==> src/rtl/hazard_pkg.sv <==
// ============================================================================
// Module      : hazard_pkg
// Description : Shared encodings for the hazard-response path. Holds the
//               forwarding-select codes, the ID/EX control FSM state
//               encodings and the default ALU op width.
// Revision    : 1.0 - initial release
// ============================================================================
`default_nettype none

package hazard_pkg;

  // Forwarding select codes; 2'b11 is reserved and treated as FWD_NONE
  localparam logic [1:0] FWD_NONE  = 2'b00;
  localparam logic [1:0] FWD_EXMEM = 2'b01;
  localparam logic [1:0] FWD_MEMWB = 2'b10;

  localparam int ALUOP_W_DEF = 4;

  // ID/EX control state: what the pipeline register did on the last edge
  typedef enum logic [1:0] {
    ST_RUN   = 2'd0,
    ST_STALL = 2'd1,
    ST_FLUSH = 2'd2
  } state_e;

endpackage

`default_nettype wire

==> src/rtl/fwd_mux_v.sv <==
// ============================================================================
// Module      : fwd_mux_v
// Description : 3:1 operand forwarding select. Picks the registered operand,
//               the EX/MEM ALU result or the MEM/WB write-back data. The
//               reserved select code falls back to the registered operand.
// Revision    : 1.0 - initial release
// ============================================================================
`default_nettype none

module fwd_mux_v
  import hazard_pkg::*;
#(
  parameter int XLEN = 32
) (
  input  logic [1:0]      sel_i,
  input  logic [XLEN-1:0] reg_i,
  input  logic [XLEN-1:0] exmem_i,
  input  logic [XLEN-1:0] memwb_i,
  output logic [XLEN-1:0] data_o
);

  // Forwarding source select with reserved-code fallback to the register value
  always_comb begin
    data_o = reg_i;
    case (sel_i)
      FWD_EXMEM: data_o = exmem_i;
      FWD_MEMWB: data_o = memwb_i;
      default:   data_o = reg_i;
    endcase
  end

endmodule

`default_nettype wire

==> src/rtl/idex_pipe_v.sv <==
// ============================================================================
// Module      : idex_pipe_v
// Description : ID/EX pipeline register with hazard response. Inserts bubbles
//               on load-use stall and taken-branch flush, drives the PC and
//               IF/ID enables, forwards EX operands and runs a stall watchdog.
//               Optional macro IDEX_PERF_CNT_EN enables saturating stall and
//               flush performance counters; otherwise both read as zero.
// Revision    : 1.0 - initial release
// ============================================================================
`default_nettype none

module idex_pipe_v
  import hazard_pkg::*;
#(
  parameter int XLEN      = 32,
  parameter int ALUOP_W   = ALUOP_W_DEF,
  parameter int MAX_STALL = 8,
  parameter int CNT_W     = 16
) (
  input  logic               clk,
  input  logic               rst_n,
  input  logic               id_valid,
  input  logic [4:0]         id_rs1,
  input  logic [4:0]         id_rs2,
  input  logic [4:0]         id_rd,
  input  logic [XLEN-1:0]    id_rs1_data,
  input  logic [XLEN-1:0]    id_rs2_data,
  input  logic [XLEN-1:0]    id_imm,
  input  logic               id_memRead,
  input  logic               id_memWrite,
  input  logic               id_regWrite,
  input  logic               id_aluSrc,
  input  logic [ALUOP_W-1:0] id_aluOp,
  input  logic               stall,
  input  logic               flush,
  input  logic [1:0]         forwA,
  input  logic [1:0]         forwB,
  input  logic [XLEN-1:0]    exmem_alu,
  input  logic [XLEN-1:0]    memwb_wdata,
  output logic               idex_valid,
  output logic [4:0]         idex_rs1,
  output logic [4:0]         idex_rs2,
  output logic [4:0]         idex_rd,
  output logic               idex_memRead,
  output logic               idex_memWrite,
  output logic               idex_regWrite,
  output logic               idex_aluSrc,
  output logic [ALUOP_W-1:0] idex_aluOp,
  output logic [XLEN-1:0]    idex_imm,
  output logic [XLEN-1:0]    ex_opA,
  output logic [XLEN-1:0]    ex_opB,
  output logic [XLEN-1:0]    ex_storeData,
  output logic               pc_we,
  output logic               ifid_we,
  output logic               ifid_flush,
  output logic               stall_err,
  output logic [CNT_W-1:0]   stall_cnt,
  output logic [CNT_W-1:0]   flush_cnt
);

  localparam int              RUN_W   = $clog2(MAX_STALL + 1);
  localparam logic [RUN_W-1:0] RUN_MAX = RUN_W'(MAX_STALL);

  state_e state_q, state_d;
  logic   bubble;

  logic               valid_q, valid_d;
  logic [4:0]         rs1_q, rs1_d, rs2_q, rs2_d, rd_q, rd_d;
  logic               memRead_q, memRead_d, memWrite_q, memWrite_d;
  logic               regWrite_q, regWrite_d, aluSrc_q, aluSrc_d;
  logic [ALUOP_W-1:0] aluOp_q, aluOp_d;
  logic [XLEN-1:0]    imm_q, imm_d, rs1_data_q, rs1_data_d, rs2_data_q, rs2_data_d;

  logic [RUN_W-1:0]   run_q, run_d;
  logic               err_q, err_d;

  logic [XLEN-1:0]    fwd_a, fwd_b;

  // Next state by priority flush > stall > run, plus front-end enables
  always_comb begin
    state_d    = ST_RUN;
    pc_we      = 1'b1;
    ifid_we    = 1'b1;
    ifid_flush = 1'b0;
    if (flush) begin
      state_d    = ST_FLUSH;
      ifid_flush = 1'b1;
    end else if (stall) begin
      state_d = ST_STALL;
      pc_we   = 1'b0;
      ifid_we = 1'b0;
    end
  end

  assign bubble = (state_d != ST_RUN);

  // ID/EX next value: capture decode, or a bubble that zeroes control and rd
  always_comb begin
    valid_d    = id_valid;
    rs1_d      = id_rs1;
    rs2_d      = id_rs2;
    rd_d       = id_rd;
    memRead_d  = id_memRead;
    memWrite_d = id_memWrite;
    regWrite_d = id_regWrite;
    aluSrc_d   = id_aluSrc;
    aluOp_d    = id_aluOp;
    imm_d      = id_imm;
    rs1_data_d = id_rs1_data;
    rs2_data_d = id_rs2_data;
    if (bubble) begin
      valid_d    = 1'b0;
      rd_d       = '0;
      memRead_d  = 1'b0;
      memWrite_d = 1'b0;
      regWrite_d = 1'b0;
      aluSrc_d   = 1'b0;
      aluOp_d    = '0;
      // Data fields are don't-care in a bubble; holding them avoids toggling
      rs1_d      = rs1_q;
      rs2_d      = rs2_q;
      imm_d      = imm_q;
      rs1_data_d = rs1_data_q;
      rs2_data_d = rs2_data_q;
    end
  end

  // Watchdog: length of the current stall run, sticky error at the limit
  always_comb begin
    run_d = '0;
    err_d = err_q;
    if (state_d == ST_STALL) begin
      if (state_q != ST_STALL) begin
        run_d = RUN_W'(1);
      end else if (run_q != RUN_MAX) begin
        run_d = run_q + 1'b1;
      end else begin
        run_d = run_q;
      end
    end
    if (run_d == RUN_MAX) begin
      err_d = 1'b1;
    end
  end

  // State, ID/EX fields and watchdog registers
  always_ff @(posedge clk or negedge rst_n) begin
    if (!rst_n) begin
      state_q    <= ST_RUN;
      valid_q    <= 1'b0;
      rs1_q      <= '0;
      rs2_q      <= '0;
      rd_q       <= '0;
      memRead_q  <= 1'b0;
      memWrite_q <= 1'b0;
      regWrite_q <= 1'b0;
      aluSrc_q   <= 1'b0;
      aluOp_q    <= '0;
      imm_q      <= '0;
      rs1_data_q <= '0;
      rs2_data_q <= '0;
      run_q      <= '0;
      err_q      <= 1'b0;
    end else begin
      state_q    <= state_d;
      valid_q    <= valid_d;
      rs1_q      <= rs1_d;
      rs2_q      <= rs2_d;
      rd_q       <= rd_d;
      memRead_q  <= memRead_d;
      memWrite_q <= memWrite_d;
      regWrite_q <= regWrite_d;
      aluSrc_q   <= aluSrc_d;
      aluOp_q    <= aluOp_d;
      imm_q      <= imm_d;
      rs1_data_q <= rs1_data_d;
      rs2_data_q <= rs2_data_d;
      run_q      <= run_d;
      err_q      <= err_d;
    end
  end

  fwd_mux_v #(.XLEN(XLEN)) u_fwd_a (
    .sel_i   (forwA),
    .reg_i   (rs1_data_q),
    .exmem_i (exmem_alu),
    .memwb_i (memwb_wdata),
    .data_o  (fwd_a)
  );

  fwd_mux_v #(.XLEN(XLEN)) u_fwd_b (
    .sel_i   (forwB),
    .reg_i   (rs2_data_q),
    .exmem_i (exmem_alu),
    .memwb_i (memwb_wdata),
    .data_o  (fwd_b)
  );

  assign ex_opA       = fwd_a;
  assign ex_opB       = aluSrc_q ? imm_q : fwd_b;
  assign ex_storeData = fwd_b;

  assign idex_valid    = valid_q;
  assign idex_rs1      = rs1_q;
  assign idex_rs2      = rs2_q;
  assign idex_rd       = rd_q;
  assign idex_memRead  = memRead_q;
  assign idex_memWrite = memWrite_q;
  assign idex_regWrite = regWrite_q;
  assign idex_aluSrc   = aluSrc_q;
  assign idex_aluOp    = aluOp_q;
  assign idex_imm      = imm_q;
  assign stall_err     = err_q;

`ifdef IDEX_PERF_CNT_EN
  logic [CNT_W-1:0] scnt_q, scnt_d, fcnt_q, fcnt_d;

  // Saturating counters: stall-only cycles and flush cycles
  always_comb begin
    scnt_d = scnt_q;
    fcnt_d = fcnt_q;
    if (flush) begin
      if (fcnt_q != {CNT_W{1'b1}}) fcnt_d = fcnt_q + 1'b1;
    end else if (stall) begin
      if (scnt_q != {CNT_W{1'b1}}) scnt_d = scnt_q + 1'b1;
    end
  end

  // Counter registers
  always_ff @(posedge clk or negedge rst_n) begin
    if (!rst_n) begin
      scnt_q <= '0;
      fcnt_q <= '0;
    end else begin
      scnt_q <= scnt_d;
      fcnt_q <= fcnt_d;
    end
  end

  assign stall_cnt = scnt_q;
  assign flush_cnt = fcnt_q;
`else
  assign stall_cnt = '0;
  assign flush_cnt = '0;
`endif

endmodule

`default_nettype wire

==> config.mk <==
export PLATFORM = sky130hd
export DESIGN_NAME = idex_pipe_v
export DESIGN_NICKNAME = d
export VERILOG_FILES = /design/src/rtl/hazard_pkg.sv /design/src/rtl/fwd_mux_v.sv /design/src/rtl/idex_pipe_v.sv
export SDC_FILE = /design/constraint.sdc
export NUM_CORES = 1
export LEC_CHECK = 0
export ABC_AREA = 1
export CORE_AREA = 2 2 150 152
export DETAILED_ROUTE_END_ITERATION = 16
export DIE_AREA = 0 0 152 154
export PLACE_DENSITY = 0.69
export SLEW_MARGIN = 25
export SYNTH_ARGS = -nofsm -noshare
export SYNTH_HDL_FRONTEND = slang
export SYNTH_HIERARCHICAL = 1
export SYNTH_SLANG_ARGS = --single-unit
export TNS_END_PERCENT = 30
==> constraint.sdc <==
create_clock -name clk -period 1.5 [get_ports clk]
set_input_delay 0.225 -clock clk [delete_from_list [all_inputs] [get_ports clk]]
set_output_delay 0.225 -clock clk [all_outputs]
set_load 0.005 [all_outputs]
==> impl_metrics.csv, run 1 <==
group,metric,value,unit
setup_path,worstReg2RegStart,"run_q[0]",
min_path,holdCritStartpoint,"flush",
logic_synthesis,synthCells,1060,
power,p_sw_share,32.37,%
die,initial_utilization,32.95,%
setup_path,crit-reg2reg-capture,"stall_err",
clocking,clock-sinks,127,
min_path,worst_hold_path_endpoint,"state_q[1]",
clocking,tritoncts,"done",
outcome,outcome,"finished, violations left",
die,die_area,23410,um^2
logic_synthesis,yosys_register_bits,127,
global_routing,grt_max_degree,47,
setup_path,startpoint,"idex_aluSrc",
setup_path,ff2ff_path_depth,8,
min_path,worst_hold_path_type,"in2reg",
sta,fin_ws,-277.5,ps
detailed_routing,via_per_inst,4.654,
detailed_routing,drtIter0Drc,501,
sta,post-route-period-util,118.5,%
setup_path,path_buf_inv,3,
detailed_routing,drt.antenna.violating_nets,0,
power,power.clock.fraction,34.0,%
clocking,clock_tree.root_cell,"clkbuf_16",
flow_run,cap_violations,0,
detailed_routing,route.detailed.wl_per_inst,17.39,um
sta,maxClockFrequency,562.6,MHz
global_routing,grt_antenna_before_repair,1,
detailed_routing,postRouteWirelength,31120,um
global_routing,via_count_of_the_first_global_routing_pass,7934,
final_layout,flow.area_growth_from_synthesis,81.44,%
sta,worst_hold_margin,238.1,ps
outcome,failed_checks,"setup timing",
sta,report.final.hold_viol_count,0,
die,design.core.area,21690,um^2
die,ios,380,
min_path,cell_depth_of_the_worst_min_delay_path,2,
clocking,clock_insertion_delay_worst_skew,420,ps
final_layout,diodes,0,
final_layout,drive_above_1_share,26.38,%
setup_path,timing.critical_path.max_delay_family,"flip-flops",
setup_path,critical_path_peak_fanout,6,
clocking,cts_max_level,4,
sta,period_needed,1777,ps
final_layout,layout.nets,1694,
power,power.leakage,0.007083,uW
sta,final-max-slew-violation-count,0,
placement,post-dp-hpwl,20740,um
setup_path,critPathMaxStageDelay,470,ps
logic_synthesis,warning_count_from_the_yosys_run,6,
clocking,clock_path_buffers,2,
placement,globalplace.congestion,0.8586,
logic_synthesis,post-synth-top-area-cell,"dfrtp_1",
die,chipHeight,154,um
detailed_routing,drcViolationCount,0,
power,netSwitchingPower,3841,uW
setup_path,crit_arrival,1550,ps
die,fp-row-count,54,
setup_path,critical_path_source_type,"flip-flop",
setup_path,crit_chain,"buf_6 > clkbuf_16 > a21oi_2 > buf_2",
logic_synthesis,ys_top_cells_by_area,"dfrtp_1, nand2_1, buf_4",
global_routing,groute.usage.overall,24.90,%
power,comb_power_share,32.2,%
sta,rsz0062_at_grt,"true",
setup_path,cpMaxStageDelayCell,"dfrtp_2",
setup_path,worst_reg_to_reg_setup_slack,220,ps
detailed_routing,detailroute.via_count,8326,
power,fraction_of_power_consumed_by_sequential_logic,33.8,%
final_layout,final_core_utilization,59.78,%
power,vdd_ir_drop_max,0.0006775,V
logic_synthesis,cell_area_after_technology_mapping,7146,um^2
power,internal-power,8022,uW
sta,setup_viol,65,
logic_synthesis,seq_area_frac_synth,44.48,%
logic_synthesis,postSynthAreaPerCell,6.741,um^2
setup_path,timing_worst_setup_path_type,"reg2out",
logic_synthesis,yosys.cell_types.count,17,
global_routing,global_route.overflow_total,0,
detailed_routing,detail_route.first_pass.iterations,5,
setup_path,setup.worst_path.end_class,"output pin",
die,die_x,152,um
setup_path,worst-endpoint-required,1270,ps
global_routing,grt_first_pass_wirelength,44780,um
clocking,clk_pin_slew,70,ps
power,powerDensity,915.0,nW/um^2
clocking,numCtsBuffers,17,
placement,numPortBuffers,347,
logic_synthesis,synth_top_area_share,44.48,%
sta,timing.clock.skew,7.613,ps
==> cells by family after synthesis <==
| family | count (synthesis) | share of synthesized area, % |
|---|---|---|
| AND/OR/NAND/NOR | 706 | 37.26 |
| flip-flops | 127 | 44.48 |
| multiplexers | 1 | 0.1576 |
| AO/OA/AOI/OAI | 63 | 4.413 |
| adder cells (fa/ha/maj) | 6 | 1.051 |
| buffers and inverters | 156 | 12.59 |
| other | 1 | 0.05248 |
==> sequential cells by signal, indices dropped and copies added, names as in the netlist, 2 cells and up <==
name,cells
idex_imm,32
state_q,2
run_q,4
rs2_data_q,32
idex_rs2,5
rs1_data_q,32
idex_aluOp,4
idex_rd,5
idex_rs1,5
==> stage by stage <==
step	cells	setup WS, ps	power, uW	TNS [ps]	instance area (um^2)
3_3_place_gp	1707	-1190	7427	-109310	11290
2_1_floorplan	1091	66.15	5248	0	7262
4_1_cts	1776	-353.0	11720	-12890	12510
3_5_place_dp	1707	-1183	7465	-111520	11290
6_report	1789	-277.5	11860	-9245	12960
5_1_grt	1789	-331.0	12460	-13260	12960
==> cell usage after synthesis <==
master	instances
nand3_1	4
inv_2	3
inv_1	62
mux2_2	1
dfrtp_1	127
buf_4	37
conb_1	1
ha_1	6
nand4_1	2
o21ai_0	31
nor2_2	1
buf_6	19
nor2_1	47
clkbuf_1	9
a21oi_1	32
buf_2	26
nand2_1	652
==> per-layer routing <==
| layer | share of wire, % | global-route usage [%] | vias up |
|---|---|---|---|
| li1 | - | - | 3993 |
| met1 | 38 | 29.03 | 3882 |
| met2 | 50 | 43.48 | 391 |
| met3 | 9.0 | 7.272 | 58 |
| met4 | 2.9 | 9.257 | 2 |
| met5 | 0.029 | 0 | - |
==> cell type report <==
type	instances	area, um^2
Tap cell	280	350.3
Timing Repair Buffer	477	4861
Inverter	65	275.3
Fill cell	1931	8723
Multi-Input combinational cell	808	3737
Clock inverter	15	136.4
Sequential cell	127	3179
Clock buffer	17	425.4
==> cell usage in the layout (no fill, tap or decap), types with 32 or more instances in the layout <==
cell type / Yosys / layout
nand2_1: 652 / 571
clkdlybuf4s50_1: 0 / 186
dfrtp_1: 127 / 126
nand2_2: 0 / 68
inv_1: 62 / 59
buf_4: 37 / 55
buf_2: 26 / 52
buf_6: 19 / 49
dlygate4sd2_1: 0 / 46
conb_1: 1 / 32
==> worst max path at each step <==
stage	depth (start not counted)	end
CTS	5	ex_opB[2]
global placement	9	ex_opB[12]
detailed placement	9	ex_opB[12]
finish	4	ex_opB[20]
floorplan	8	ex_opB[28]
global route	5	ex_opB[15]
==> power groups by stage <==
stage	registers, uW	clock network [uW]	logic, uW
6_report	4010	4030	3820
5_1_grt	4060	4270	4130
4_1_cts	4010	4110	3600
3_5_place_dp	4060	0	3400
3_3_place_gp	4050	0	3370
2_1_floorplan	4040	0	1200
==> repair_timing <==
item	in CTS	in global routing
setup buffers	28	11
endpoints found under the hold margin	25	0
gates cloned	10	7
gates resized for setup	458	215
pin swaps	23	31
endpoints found under the setup margin	143	101
hold buffers	1	0
Note: power is estimated with default switching activity, not from simulation.
==> run 2: changes to the inputs <==
--- a/config.mk
+++ b/config.mk
@@ -6,13 +6,13 @@
 export NUM_CORES = 1
 export LEC_CHECK = 0
 export ABC_AREA = 1
-export CORE_AREA = 2 2 150 152
+export CORE_AREA = 2 2 149 151
+export CTS_CLUSTER_DIAMETER = 120
 export DETAILED_ROUTE_END_ITERATION = 16
-export DIE_AREA = 0 0 152 154
+export DIE_AREA = 0 0 151 153
 export PLACE_DENSITY = 0.69
 export SLEW_MARGIN = 25
 export SYNTH_ARGS = -nofsm -noshare
 export SYNTH_HDL_FRONTEND = slang
-export SYNTH_HIERARCHICAL = 1
 export SYNTH_SLANG_ARGS = --single-unit
 export TNS_END_PERCENT = 30
==> run 2 against run 1 <==
The run still ends with setup timing left. Final cell count decreased by 8.9%. Critical path depth up 8. Global-route usage grew 0.96 points. Hold slack improved by 48 ps. Sequential power up 1%. First-iteration DRC count down 8.2%. Flip-flop and latch count unchanged.
==> impl_metrics.csv, run 2 <==
group,metric,value,unit
logic_synthesis,ys_top_cells_by_area,"dfrtp_1, nand2_1, o21ai_0",
global_routing,groute.usage.overall,25.86,%
global_routing,via_count_of_the_first_global_routing_pass,7531,
logic_synthesis,yosys_register_bits,127,
global_routing,grt_first_pass_wirelength,44680,um
power,fraction_of_power_consumed_by_sequential_logic,33.8,%
logic_synthesis,portion_of_netlist_area_occupied_by_mux_cells,0,%
clocking,numCtsBuffers,17,
detailed_routing,via_per_inst,4.702,
logic_synthesis,synthCells,900,
sta,worst_hold_margin,286.0,ps
power,internal-power,8093,uW
power,p_sw_share,32.47,%
sta,timing.clock.skew,3.112,ps
die,fp-row-count,54,
detailed_routing,postRouteWirelength,30870,um
logic_synthesis,synthFlopType,"dfrtp_1",
logic_synthesis,yosys.area_share.simple,19.82,%
logic_synthesis,postSynthAreaPerCell,7.653,um^2
clocking,clock_insertion_delay_worst_skew,410,ps
placement,post-dp-hpwl,21850,um
logic_synthesis,post_synth_fa_ha_maj_area_fraction,1.090,%
power,comb_power_share,33.4,%
setup_path,timing_worst_setup_path_type,"in2out",
power,power.clock.fraction,32.8,%
sta,rsz0062_at_grt,"true",
sta,final-max-slew-violation-count,0,
sta,post_route_setup_tns,-12130,ps
clocking,clock-sinks,127,
setup_path,crit_arrival,1600,ps
logic_synthesis,compound_gate_portion_of_the_synthesized_area,19.09,%
logic_synthesis,synth_top_family_by_area,"simple AND/OR/NAND/NOR gates",
logic_synthesis,synthXorXnorAreaFrac,0,%
global_routing,grt_antenna_before_repair,4,
setup_path,setup.worst_path.end_class,"output pin",
clocking,clock_path_buffers,2,
sta,period_needed,1821,ps
setup_path,critPathMaxStageDelay,280,ps
clocking,clock_tree.root_cell,"clkbuf_16",
clocking,clk_pin_slew,70,ps
detailed_routing,drt.antenna.violating_nets,0,
logic_synthesis,synthMostInstantiatedCell,"nand2_1",
logic_synthesis,post-synth-top-area-cell,"dfrtp_1",
sta,post-route-period-util,121.4,%
power,powerDensity,960.5,nW/um^2
placement,numPortBuffers,347,
die,die_area,23100,um^2
outcome,failed_checks,"setup timing",
detailed_routing,detailroute.via_count,7660,
detailed_routing,drtIter0Drc,460,
logic_synthesis,yosys.cell_types.count,19,
final_layout,flow.area_growth_from_synthesis,81.16,%
sta,maxClockFrequency,549.2,MHz
logic_synthesis,cell_area_after_technology_mapping,6888,um^2
setup_path,worst_path_most_repeated_cell,"buf_8",
logic_synthesis,async_reset_ff_share,100.0,%
placement,place_inst,1556,
sta,setup_viol,82,
outcome,outcome,"finished, violations left",
flow_run,cap_violations,0,
logic_synthesis,synth_top_area_share,46.14,%
die,design.core.area,21490,um^2
setup_path,cpMaxStageDelayCell,"ha_4",
final_layout,drive_above_1_share,27.66,%
sta,fin_ws,-320.7,ps
final_layout,layout.nets,1530,
final_layout,commonest_cells_after_routing_fill_and_taps_aside,"nand2_1, clkdlybuf4s50_1, dfrtp_1",
placement,globalplace.congestion,0.9589,
setup_path,path_buf_inv,7,
final_layout,finish.cell_count_without_fillers,1629,
sta,report.final.hold_viol_count,0,
final_layout,commonest_non_fill_non_tap_cell_in_the_layout,"nand2_1",
logic_synthesis,synth.top_cells.by_count,"nand2_1, dfrtp_1, o21ai_0, inv_1, a21oi_1",
setup_path,crit_chain,"buf_8 > ha_4 > buf_8 > clkinv_8 > buf_12 > buf_16 > nor2_4 > a21oi_2 > buf_4 > nand2_2 > o21ai_2 > buf_2",
clocking,cts_max_level,4,
setup_path,worst-endpoint-required,1270,ps
global_routing,global_route.overflow_total,0,
die,ios,380,
setup_path,timing.critical_path.max_delay_family,"buffers and inverters",
power,power.leakage,0.006164,uW
detailed_routing,route.detailed.wl_per_inst,18.95,um
setup_path,critical_path_source_type,"input pin",
global_routing,grt_max_degree,75,
power,netSwitchingPower,3892,uW
detailed_routing,drcViolationCount,0,
setup_path,critical_path_peak_fanout,5,
logic_synthesis,warning_count_from_the_yosys_run,0,
clocking,tritoncts,"done",
power,vdd_ir_drop_max,0.0006764,V
detailed_routing,detail_route.first_pass.iterations,5,
min_path,worst_hold_path_type,"in2async",
die,chipHeight,153,um
die,initial_utilization,32.06,%
die,die_x,151,um
logic_synthesis,seq_area_frac_synth,46.14,%
logic_synthesis,synth-edff-count,0,
run 2: worst paths after layout:
kind                              from        endpoint  slack [ps]  cells past startpoint
hold / removal                   rst_n  rs2_data_q[14]         290                      2
hold reg to reg            idex_rs2[0]     idex_rs2[0]         470                      2
setup reg to reg              run_q[0]       stall_err         150                      8
setup / recovery              forwB[1]       ex_opB[2]        -320                     12
max in group asynchronous        rst_n  rs2_data_q[18]         660                      3
min in group clk              id_rd[2]      idex_rd[2]         320                      3
run 2: final cells by class:
cell class                      instances  area [um^2]
Multi-Input combinational cell        619         3412
Antenna cell                            4        10.01
Inverter                               95        376.6
Timing Repair Buffer                  472         4599
Tap cell                              280        350.3
Sequential cell                       127         3178
Fill cell                            1954         9007
Clock inverter                         14        122.6
Clock buffer                           18        429.2
run 2: layer usage:
metal | vias up | part of all wire (%) | global-route usage, %
li1 | 3666 | - | -
met3 | 44 | 7.2 | 6.269
met4 | 0 | 2.1 | 8.011
met2 | 329 | 48 | 41.10
met1 | 3621 | 43 | 34.77
met5 | - | 0 | 0
run 2: power by group through the flow:
stage	Sequential [uW]	Clock, uW	Combinational, uW
4_1_cts	4030	4010	3820
6_report	4060	3930	4000
5_1_grt	4090	4190	4330
2_1_floorplan	4030	0	1280
3_3_place_gp	4060	0	3660
3_5_place_dp	4070	0	3670
run 2: cell families (layout without fill, tap and decap cells):
family          count (synthesis)  in the layout
compound gates                224            224
fa+ha+maj                       6              6
buf+inv                       185            599
simple gates                  357            357
other cells                     1             36
flops                         127            127
run 2: repair_timing:
item	in CTS	in global routing
setup buffers	21	11
setup endpoints to repair	142	108
hold buffers	1	0
gates cloned	8	3
gates resized for setup	546	113
endpoints found under the hold margin	65	0
pin swaps	14	19
run 2: stage by stage:
stage               cell area, um^2  util [%]  total power [uW]  setup slack, ps
floorplan                      7004         -              5301            75.97
global placement              11110     51.71              7718            -1261
detailed placement            11110     51.71              7739            -1234
CTS                           12140     56.52             11860           -309.4
global route                  12480     58.08             12610           -364.2
finish                        12480     58.08             11990           -320.7
==> patch: new RTL, config.mk and constraints of run 2 <==
Encoding of `state_e`: now one-hot (3 bits for 3 states).
--- a/src/rtl/hazard_pkg.sv
+++ b/src/rtl/hazard_pkg.sv
@@ -18,8 +18,8 @@
 
   // ID/EX control state: what the pipeline register did on the last edge
-  typedef enum logic [1:0] {
-    ST_RUN   = 2'd0,
-    ST_STALL = 2'd1,
-    ST_FLUSH = 2'd2
+  typedef enum logic [2:0] {
+    ST_RUN   = 3'b001,
+    ST_STALL = 3'b010,
+    ST_FLUSH = 3'b100
   } state_e;
 
Formal check against the unedited RTL: same outputs for any inputs over 10 cycles, from zero or initial values and one cycle with rst_n low; not proved beyond that.
==> patch against run 2 <==
The run still ends with negative setup slack left; count of clock-buffer cells in the layout increased by 2; wire length increased by 2.5%; clock power increased by 7.9%; critical path depth decreased by 2; non-clock buffer count increased by 11; cell count increased by 0.86%; sequential cell count increased by 1; area after synthesis increased by 0.93%; register-to-register slack improved by 80 ps; final area increased by 4.2%; worst setup slack improved by 4.1 ps; power increased by 3.6%.
==> patch: results (changes against run 2) <==
Share of layout cells above drive strength 1: 30.7% (+3.0 points)
CTS buffer count: 17 (unchanged)
Ys flop type: dfrtp_1
Setup Skew: 8.14 ps (+5.03 ps)
Worst slack at placement: -1050 ps (+188 ps)
Initial antenna violation count: 2 (-2)
Synth top area cells: dfrtp_1 (46%), nand2_1 (16%), o21ai_0 (6.9%)
Sequential share of the synthesized area: 46.1% (about the same)
First-pass GRT wire length: 46800 um (+4.6%)
Crit path time final: 1820 ps (-4.06 ps)
Outcome: finished, violations left
Int Pwr: 0.00862 W (+6.6%)
Failing checks: negative setup slack
HP Class: in2reg
Max rail drop VDD: 0.723 mV (+6.9%)
Final worst slack: -317 ps (+4.06 ps)
Inst Count DP: 1548 (-0.51%)
Syn avg cell area: 7.67 um2 (+0.26%)
Vias in the first global route: 8159 (+8.3%)
Drt initial violations: 515 (+12%)
Hpwl dp: 20500 um (-6.0%)
Cell Count, Final, Fillers Out: 1643 (+0.86%)
DR vias/cell: 4.87 (+3.5%)
Crit Path Max Fanout: 8 (+3)
WL per Instance: 19.3 um (+1.7%)
Largest net degree at the start of global routing: 47 (-37%)
Leak: 6.41 nW (+4.0%)
Synth unique cells: 21 (+2)
Count of final setup violators: 75 (-8.5%)
Placed Area: 11100 um2 (-0.27%)
P_clk: 0.00424 W (+7.9%)
patch: kinds of logic after synthesis:
group	count (synthesis)	synth area share [%]
buffers and inverters	187	14.2
other	1	0.0539
adders and majority gates	6	1.08
and+or+nand+nor	359	19.6
AOI/OAI and AO/OA	225	18.9
DFF	128	46.1
patch: metrics by stage:
stage          setup TNS, ps  hold WS, ps
6_report              -11520          241
3_5_place_dp          -96620          211
5_1_grt               -15390          237
3_3_place_gp          -92870          205
2_1_floorplan              0        -70.6
4_1_cts               -11690          222
patch: final timing paths:
kind	end	slack, ps	depth (start not counted)
setup reg to reg	stall_err	230	9
hold reg to reg	idex_rs1[1]	470	2
max in group asynchronous	idex_imm[2]	590	3
min in group asynchronous	idex_imm[1]	320	2
setup / recovery	ex_opB[6]	-320	10
hold / removal	state_q[2]	240	2
patch: final cells by class:
cell class / instances / area, um2
Clock buffer: 20 / 467
Inverter: 97 / 382
Sequential cell: 128 / 3200
Fill cell: 1871 / 8490
Multi-Input combinational cell: 622 / 3510
Clock inverter: 12 / 134
Tap cell: 280 / 350
Antenna cell: 1 / 2.50
Timing Repair Buffer: 483 / 4940
patch: worst max-delay path: stages:
cell and delay (ps):
buf_8 100, ha_4 340, buf_12 150, buf_12 160, buf_8 120, a21oi_4 30, a21oi_2 180, nand2_2 70
o21ai_2 60, buf_2 140
patch: layer usage:
metal | vias up | track usage, % | part of all wire (%)
li1 | 3704 | - | -
met1 | 3749 | 33.0 | 38
met2 | 455 | 43.6 | 48
met3 | 86 | 9.07 | 10
met4 | 2 | 11.6 | 3.6
met5 | - | 0 | 0.041
patch: timing repair:
item,in CTS,in global routing
cloned,18,1
hold endpoints to repair,37,0
setup buffers,42,7
hold buffers,1,0
setup endpoints to repair,139,106
pin swaps,46,42
gates resized for setup,615,84
